==> config.mk <==
export PLATFORM = sky130hd
export DESIGN_NAME = bus_arbiter_flat
export DESIGN_NICKNAME = d
export VERILOG_FILES = /design/src/rtl/bus_arbiter_pkg.sv /design/src/rtl/bus_arbiter_if.sv /design/src/rtl/bus_arbiter_round_robin.sv /design/src/rtl/bus_arbiter.sv /design/src/flat_wrapper.sv
export SDC_FILE = /design/constraint.sdc
export NUM_CORES = 1
export LEC_CHECK = 0
export ABC_AREA = 1
export BUFFER_PORTS_ARGS = -buffer_cell sky130_fd_sc_hd__buf_2
export CAP_MARGIN = 20
export CORE_MARGIN = 2
export CORE_UTILIZATION = 45
export DETAILED_ROUTE_END_ITERATION = 7
export MAX_ROUTING_LAYER = met4
export PLACE_DENSITY = 0.63
export SYNTH_ARGS = -nofsm -noshare
export SYNTH_HDL_FRONTEND = slang
export SYNTH_SLANG_ARGS = --single-unit
==> constraint.sdc <==
create_clock -name clock -period 2.2 [get_ports clock]
set_input_delay 0.33 -clock clock [delete_from_list [all_inputs] [get_ports clock]]
set_output_delay 0.33 -clock clock [all_outputs]
set_load 0.05 [all_outputs]
==> src/rtl/bus_arbiter_pkg.sv <==
// Shared definitions for the 4-master bus arbiter: state encoding, widths
// and a small one-hot helper.
package bus_arbiter_pkg;

  localparam int unsigned NR_OF_MASTERS = 4;
  localparam int unsigned OWNER_W       = 2;
  localparam int unsigned BEGIN_CNT_W   = 8;
  localparam int unsigned ACTIVE_CNT_W  = 16;

  typedef enum logic [1:0] {
    IDLE    = 2'd0,
    GRANTED = 2'd1,
    ACTIVE  = 2'd2,
    RELEASE = 2'd3
  } arb_state_t;

  // One-hot grant vector for a master index.
  function automatic logic [NR_OF_MASTERS-1:0] owner_onehot(input logic [OWNER_W-1:0] idx);
    logic [NR_OF_MASTERS-1:0] v;
    v      = '0;
    v[idx] = 1'b1;
    return v;
  endfunction

endpackage

==> src/rtl/bus_arbiter_if.sv <==
// Arbiter bus bundle.
//   master modport : request/begin/end/error driven by the masters and slaves,
//                    grant/status observed.
//   slave modport  : the arbiter's view (requests in, grant/status out).
interface bus_arbiter_if;
  import bus_arbiter_pkg::*;

  logic [NR_OF_MASTERS-1:0] requestBus;
  logic [NR_OF_MASTERS-1:0] beginTransaction;
  logic [NR_OF_MASTERS-1:0] endTransaction;
  logic                     busErrorIn;
  logic [NR_OF_MASTERS-1:0] busGrant;
  logic [OWNER_W-1:0]       busOwner;
  logic                     busActive;
  logic                     timeoutPulse;
  logic                     forceEndTransaction;

  modport master (
    output requestBus, beginTransaction, endTransaction, busErrorIn,
    input  busGrant, busOwner, busActive, timeoutPulse, forceEndTransaction
  );

  modport slave (
    input  requestBus, beginTransaction, endTransaction, busErrorIn,
    output busGrant, busOwner, busActive, timeoutPulse, forceEndTransaction
  );

endinterface

==> src/rtl/bus_arbiter_round_robin.sv <==
// Combinational round-robin pick.
//   request   : per-master request bits
//   lastOwner : previous owner; search starts one past it and wraps 3->0
//   winner    : selected master index (0 when nothing requested)
//   valid     : at least one request present
module roundRobinSelect
  import bus_arbiter_pkg::*;
(
  input  logic [NR_OF_MASTERS-1:0] request,
  input  logic [OWNER_W-1:0]       lastOwner,
  output logic [OWNER_W-1:0]       winner,
  output logic                     valid
);

  logic [OWNER_W-1:0] w_idx;

  // Offsets 1..4 from lastOwner; the 2-bit add wraps naturally, and offset 4
  // lands back on lastOwner so it is considered last.
  always_comb begin
    winner = '0;
    valid  = 1'b0;
    w_idx  = '0;
    for (int unsigned i = 1; i <= NR_OF_MASTERS; i++) begin
      w_idx = lastOwner + OWNER_W'(i);
      if (!valid && request[w_idx]) begin
        winner = w_idx;
        valid  = 1'b1;
      end
    end
  end

endmodule

==> src/rtl/bus_arbiter.sv <==
// Four-master round-robin bus arbiter with begin and active timeouts.
//   clock, reset : system clock, synchronous active-high reset
//   bus (slave)  : requestBus/beginTransaction/endTransaction/busErrorIn in;
//                  busGrant/busOwner/busActive/timeoutPulse/
//                  forceEndTransaction out, all registered
module bus_arbiter
  import bus_arbiter_pkg::*;
#(
  parameter logic [BEGIN_CNT_W-1:0]  beginTimeout  = 8'd16,
  parameter logic [ACTIVE_CNT_W-1:0] activeTimeout = 16'd4096
) (
  input  logic          clock,
  input  logic          reset,
  bus_arbiter_if.slave  bus
);

  arb_state_t               r_state, w_next_state;
  logic [OWNER_W-1:0]       r_owner, w_owner_d;
  logic [OWNER_W-1:0]       r_last_owner, w_last_owner_d;
  logic [BEGIN_CNT_W-1:0]   r_begin_cnt, w_begin_cnt_d;
  logic [ACTIVE_CNT_W-1:0]  r_active_cnt, w_active_cnt_d;
  logic [NR_OF_MASTERS-1:0] r_grant, w_grant_d;
  logic [OWNER_W-1:0]       r_bus_owner, w_bus_owner_d;
  logic                     r_active, w_active_d;
  logic                     r_timeout, w_timeout_d;
  logic                     r_force_end, w_force_end_d;
  logic [OWNER_W-1:0]       w_rr_winner;
  logic                     w_rr_valid;
  logic                     w_holds_bus;

  roundRobinSelect u_rr (
    .request   (bus.requestBus),
    .lastOwner (r_last_owner),
    .winner    (w_rr_winner),
    .valid     (w_rr_valid)
  );

  // State register.
  always_ff @(posedge clock) begin
    if (reset) r_state <= IDLE;
    else       r_state <= w_next_state;
  end

  // Next state, counters and next values of the registered outputs.
  always_comb begin
    w_next_state   = r_state;
    w_owner_d      = r_owner;
    w_last_owner_d = r_last_owner;
    w_begin_cnt_d  = r_begin_cnt;
    w_active_cnt_d = r_active_cnt;
    w_timeout_d    = 1'b0;
    w_force_end_d  = 1'b0;

    case (r_state)
      IDLE: begin
        if (w_rr_valid) begin
          w_next_state  = GRANTED;
          w_owner_d     = w_rr_winner;
          w_begin_cnt_d = '0;
        end
      end
      GRANTED: begin
        // Begin beats a same-cycle expiry; only the owner's bits matter.
        if (bus.beginTransaction[r_owner]) begin
          w_next_state   = ACTIVE;
          w_active_cnt_d = '0;
        end else if (!bus.requestBus[r_owner]) begin
          w_next_state = RELEASE;
        end else if (r_begin_cnt == beginTimeout - BEGIN_CNT_W'(1)) begin
          w_next_state = RELEASE;
          w_timeout_d  = 1'b1;
        end else begin
          w_begin_cnt_d = r_begin_cnt + BEGIN_CNT_W'(1);
        end
      end
      ACTIVE: begin
        // A normal end or bus error beats a same-cycle expiry.
        if (bus.endTransaction[r_owner] || bus.busErrorIn) begin
          w_next_state = RELEASE;
        end else if (r_active_cnt == activeTimeout - ACTIVE_CNT_W'(1)) begin
          w_next_state  = RELEASE;
          w_timeout_d   = 1'b1;
          w_force_end_d = 1'b1;
        end else if (r_active_cnt != '1) begin
          w_active_cnt_d = r_active_cnt + ACTIVE_CNT_W'(1);
        end
      end
      RELEASE: begin
        // Turnaround cycle: grant already low, remember owner for fairness.
        w_next_state   = IDLE;
        w_last_owner_d = r_owner;
      end
      default: w_next_state = IDLE;
    endcase

    w_holds_bus   = (w_next_state == GRANTED) || (w_next_state == ACTIVE);
    w_grant_d     = w_holds_bus ? owner_onehot(w_owner_d) : '0;
    w_bus_owner_d = w_holds_bus ? w_owner_d : '0;
    // busActive also covers the cycle right after the transaction ends.
    w_active_d    = (w_next_state == ACTIVE) ||
                    ((r_state == ACTIVE) && (w_next_state == RELEASE));
  end

  // Datapath and output registers.
  always_ff @(posedge clock) begin
    if (reset) begin
      r_owner      <= '0;
      r_last_owner <= OWNER_W'(NR_OF_MASTERS - 1);
      r_begin_cnt  <= '0;
      r_active_cnt <= '0;
      r_grant      <= '0;
      r_bus_owner  <= '0;
      r_active     <= 1'b0;
      r_timeout    <= 1'b0;
      r_force_end  <= 1'b0;
    end else begin
      r_owner      <= w_owner_d;
      r_last_owner <= w_last_owner_d;
      r_begin_cnt  <= w_begin_cnt_d;
      r_active_cnt <= w_active_cnt_d;
      r_grant      <= w_grant_d;
      r_bus_owner  <= w_bus_owner_d;
      r_active     <= w_active_d;
      r_timeout    <= w_timeout_d;
      r_force_end  <= w_force_end_d;
    end
  end

  assign bus.busGrant            = r_grant;
  assign bus.busOwner            = r_bus_owner;
  assign bus.busActive           = r_active;
  assign bus.timeoutPulse        = r_timeout;
  assign bus.forceEndTransaction = r_force_end;

endmodule

==> src/flat_wrapper.sv <==
// flat-port wrapper written by rule: the top's interface ports become plain ports
module bus_arbiter_flat import bus_arbiter_pkg::*;
#(
  parameter logic [BEGIN_CNT_W-1:0]  beginTimeout  = 8'd16,
  parameter logic [ACTIVE_CNT_W-1:0] activeTimeout = 16'd4096
)
  (clock, reset, bus_requestBus, bus_beginTransaction, bus_endTransaction, bus_busErrorIn, bus_busGrant, bus_busOwner, bus_busActive, bus_timeoutPulse, bus_forceEndTransaction);
  bus_arbiter_if bus_i ();
  input  logic clock;
  input  logic reset;
  input wire logic [$bits(bus_i.requestBus)-1:0] bus_requestBus;
  input wire logic [$bits(bus_i.beginTransaction)-1:0] bus_beginTransaction;
  input wire logic [$bits(bus_i.endTransaction)-1:0] bus_endTransaction;
  input wire logic [$bits(bus_i.busErrorIn)-1:0] bus_busErrorIn;
  output wire logic [$bits(bus_i.busGrant)-1:0] bus_busGrant;
  output wire logic [$bits(bus_i.busOwner)-1:0] bus_busOwner;
  output wire logic [$bits(bus_i.busActive)-1:0] bus_busActive;
  output wire logic [$bits(bus_i.timeoutPulse)-1:0] bus_timeoutPulse;
  output wire logic [$bits(bus_i.forceEndTransaction)-1:0] bus_forceEndTransaction;
  assign bus_i.requestBus = bus_requestBus;
  assign bus_i.beginTransaction = bus_beginTransaction;
  assign bus_i.endTransaction = bus_endTransaction;
  assign bus_i.busErrorIn = bus_busErrorIn;
  assign bus_busGrant = bus_i.busGrant;
  assign bus_busOwner = bus_i.busOwner;
  assign bus_busActive = bus_i.busActive;
  assign bus_timeoutPulse = bus_i.timeoutPulse;
  assign bus_forceEndTransaction = bus_i.forceEndTransaction;
  bus_arbiter #(.beginTimeout(beginTimeout), .activeTimeout(activeTimeout)) u_core (.clock(clock), .reset(reset), .bus(bus_i));
endmodule
==> impl_metrics.csv <==
group,metric,value,unit
outcome,run_status,"completed",
synthesis,synth-edff-count,0,
timing,tns,0,ps
cts,clkLatencyLatePin,300,ps
synthesis,syn_area_per_cell,6.43,um2
floorplan,fp.dieW,79.0,um
synthesis,synthesis.nets,418,
floorplan,die_y,79.0,um
route,drt_wl_total,5470,um
cts,postCtsSetupRepairBufs,0,
finish,area_growth,14.8,%
synthesis,synthCells,394,
placement,gp_congestion,0.919,
floorplan,die-area,0.00625,mm2
grt,grt_pass1_vias,2263,
floorplan,start_util,46.3,%
cts,cts_max_level,2,
route,drt_iter0_drc,115,
hold_path,hold_depth,2,
placement,numPortBuffers,23,
timing,post-route-period-util,90.8,%
pwr,vdd_drop_max,0.564,mV
grt,grt_max_degree,25,
timing,fmax,500,MHz
pwr,leakage,1.30,nW
worst_setup_path,start_kind,"flip-flop",
grt,grt-ovfl-total,0,
worst_setup_path,cp_data_required_time,2430,ps
cts,cts_tree,"yes",
route,wl_per_cell,11.0,um
worst_setup_path,critPathCaptureType,"flip-flop",
floorplan,ios,24,
route,drc,0,
worst_setup_path,path_class,"flip-flop to flip-flop",
cts,cts_buffers,5,
floorplan,design.core.area,0.00547,mm2
finish,fin_cells,498,
cts,clockRootBuffer,"clkbuf_8",
timing,slew_headroom,77.7,%
synthesis,ys_seq_area_share,30.8,%
timing,fin_ws,202,ps
hold_path,hp-class,"input pin to flip-flop",
finish,antenna_cells,0,
placement,place_inst,490,
timing,fin_crit,2000,ps
synthesis,synth_cell_types,33,
timing,tightest_slew,332,ps
pwr,p_per_area,1180,mW/mm2
finish,nNetsFinal,449,
cts,clkTransAtPathRegs,80,ps
timing,hold_viol_final,0,
grt,antenna_found_initial,0,
worst_setup_path,rr_worst_depth,14,
finish,drive_above_1_share,17.6,%
floorplan,rows,27,
route,via_per_inst,4.93,
route,vias,2456,
timing,slew_viol_final,0,
synthesis,synth-seq-cells,39,
placement,place_ws,93.5,ps
grt,grt_usage,19.8,%
pwr,total_power,3.44,mW
worst_setup_path,crit_arrival,2230,ps
run,cap_violations,0,
worst_setup_path,critPathMaxFanout,7,
route,dr.pass1.iters,4,
route,final_antenna_net_count,0,
placement,dp_hpwl,4120,um
synthesis,netlist_area,0.00253,mm2
grt,grt_pass1_wl,9790,um
cts,clockBufferDepth,2,
synthesis,ys.flop_type,"dfxtp_1",
cts,clock-sinks,39,
synthesis,yosysWarnings,0,
timing,final-setup-viol-count,0,
timing,rsz0062_at_grt,"false",
synthesis,async_flop_share,0,%
timing,skew,11.9,ps
stage by stage:
stage / util [%] / instance area (um2) / hold slack, ps
3_5_place_dp: 50.1 / 2740 / 473
6_report: 53.1 / 2910 / 335
2_1_floorplan: - / 2530 / 454
5_1_grt: 53.1 / 2910 / 334
3_3_place_gp: 50.1 / 2740 / 466
4_1_cts: 52.6 / 2880 / 299
final timing paths:
check                                       startpoint                endpoint  slack [ps]
worst max-delay path            u_core.r_last_owner[0]  u_core.bus.busGrant[0]         200
worst min-delay path                             reset       u_core.r_owner[1]         330
worst max register to register  u_core.r_last_owner[0]  u_core.bus.busGrant[0]         200
worst min register to register   u_core.r_begin_cnt[7]   u_core.r_begin_cnt[7]         480
sequential cells by signal (all words and copies together) (netlist names):
register and count:
u_core.bus.busOwner 2, u_core.bus.busGrant 4, u_core.bus.forceEndTransaction 1, u_core.bus.timeoutPulse 1, u_core.r_owner 2, u_core.bus.busActive 1
u_core.r_last_owner 2, u_core.r_active_cnt 16, u_core.r_begin_cnt 8, u_core.r_state 2
where the power goes:
part / total, mW / internal [mW] / switching [mW]
clock network: 0.712 / 0.454 / 0.259
logic: 1.83 / 0.551 / 1.28
registers: 0.898 / 0.813 / 0.0853
total: 3.44 / 1.82 / 1.62
kinds of logic (layout without fill, tap and decap cells):
group | after synthesis | count (layout) | synth area share, %
flops | 39 | 39 | 30.8
fa+ha+maj | 9 | 9 | 4.44
xor+xnor | 15 | 15 | 5.19
buf+inv | 49 | 81 | 8.79
compound gates | 39 | 39 | 7.95
simple gates | 243 | 243 | 42.8
cell usage after synthesis, types with 2 or more instances:
cell type    n  area share (%)
a21oi_1     28             5.5
dfxtp_1     39              31
nor2_1      54             8.0
nand2_2      8             2.0
o21ai_0      7             1.4
inv_1       37             5.5
buf_6        2            0.89
nand3_2      3             1.2
nand2_1    113              17
nor3_1       6             1.2
nand3_1     43             8.5
inv_2        2            0.30
nand2_4      2            0.89
o21ai_1      2            0.40
ha_1         9             4.4
clkbuf_1     4            0.59
xnor2_1      3             1.0
xor2_1      12             4.1
nor2_2       6             1.5
placed cells by master, fill, tap and decap left out, types with 2 or more instances in the layout:
master,Yosys,routed
xor2_1,12,12
nand2_1,113,113
o21ai_1,2,3
xnor2_1,3,3
nor2_1,54,52
dfxtp_2,0,5
nand2_4,2,2
buf_4,1,10
inv_1,37,37
a21oi_1,28,28
bufinv_16,0,2
nand3_1,43,43
buf_2,1,23
nand2_2,8,8
nor3_1,6,5
nor2_4,1,2
inv_2,2,2
nor2_2,6,7
nand3_2,3,2
ha_1,9,8
o21ai_0,7,6
dfxtp_1,39,34
clkbuf_8,0,5
worst max-delay path, cell delays in order (launching register included):
cell,delay [ps]
dfxtp_2,350
buf_4,160
nand2_1,50
nand3_1,70
nand2_1,110
inv_1,80
nor2_4,170
nand3_4,100
o21ai_1,130
nand2_1,80
inv_1,80
ha_1,250
nor2_4,100
nand3_1,100
nor2_1,90
what timing repair did:
item,CTS,global route
endpoints found under the setup margin,0,6
hold endpoints to repair,0,0
resized for setup,0,12
hold buffers,0,0
final cells by class:
type,instances,area [um2]
Tap cell,72,90.1
Inverter,40,153
Sequential cell,39,787
Clock buffer,6,72.6
Clock inverter,2,60.1
Fill cell,572,2560
Timing Repair Buffer,33,190
Multi-Input combinational cell,306,1560
metal layers:
layer | track usage, % | part of all wire [%] | vias to the layer above
li1 | - | - | 1305
met1 | 24.9 | 49 | 1112
met2 | 32.4 | 46 | 33
met3 | 3.75 | 3.2 | 6
met4 | 6.03 | 1.3 | 0
met5 | - | 0 | -
(Power assumes the default switching activity.)
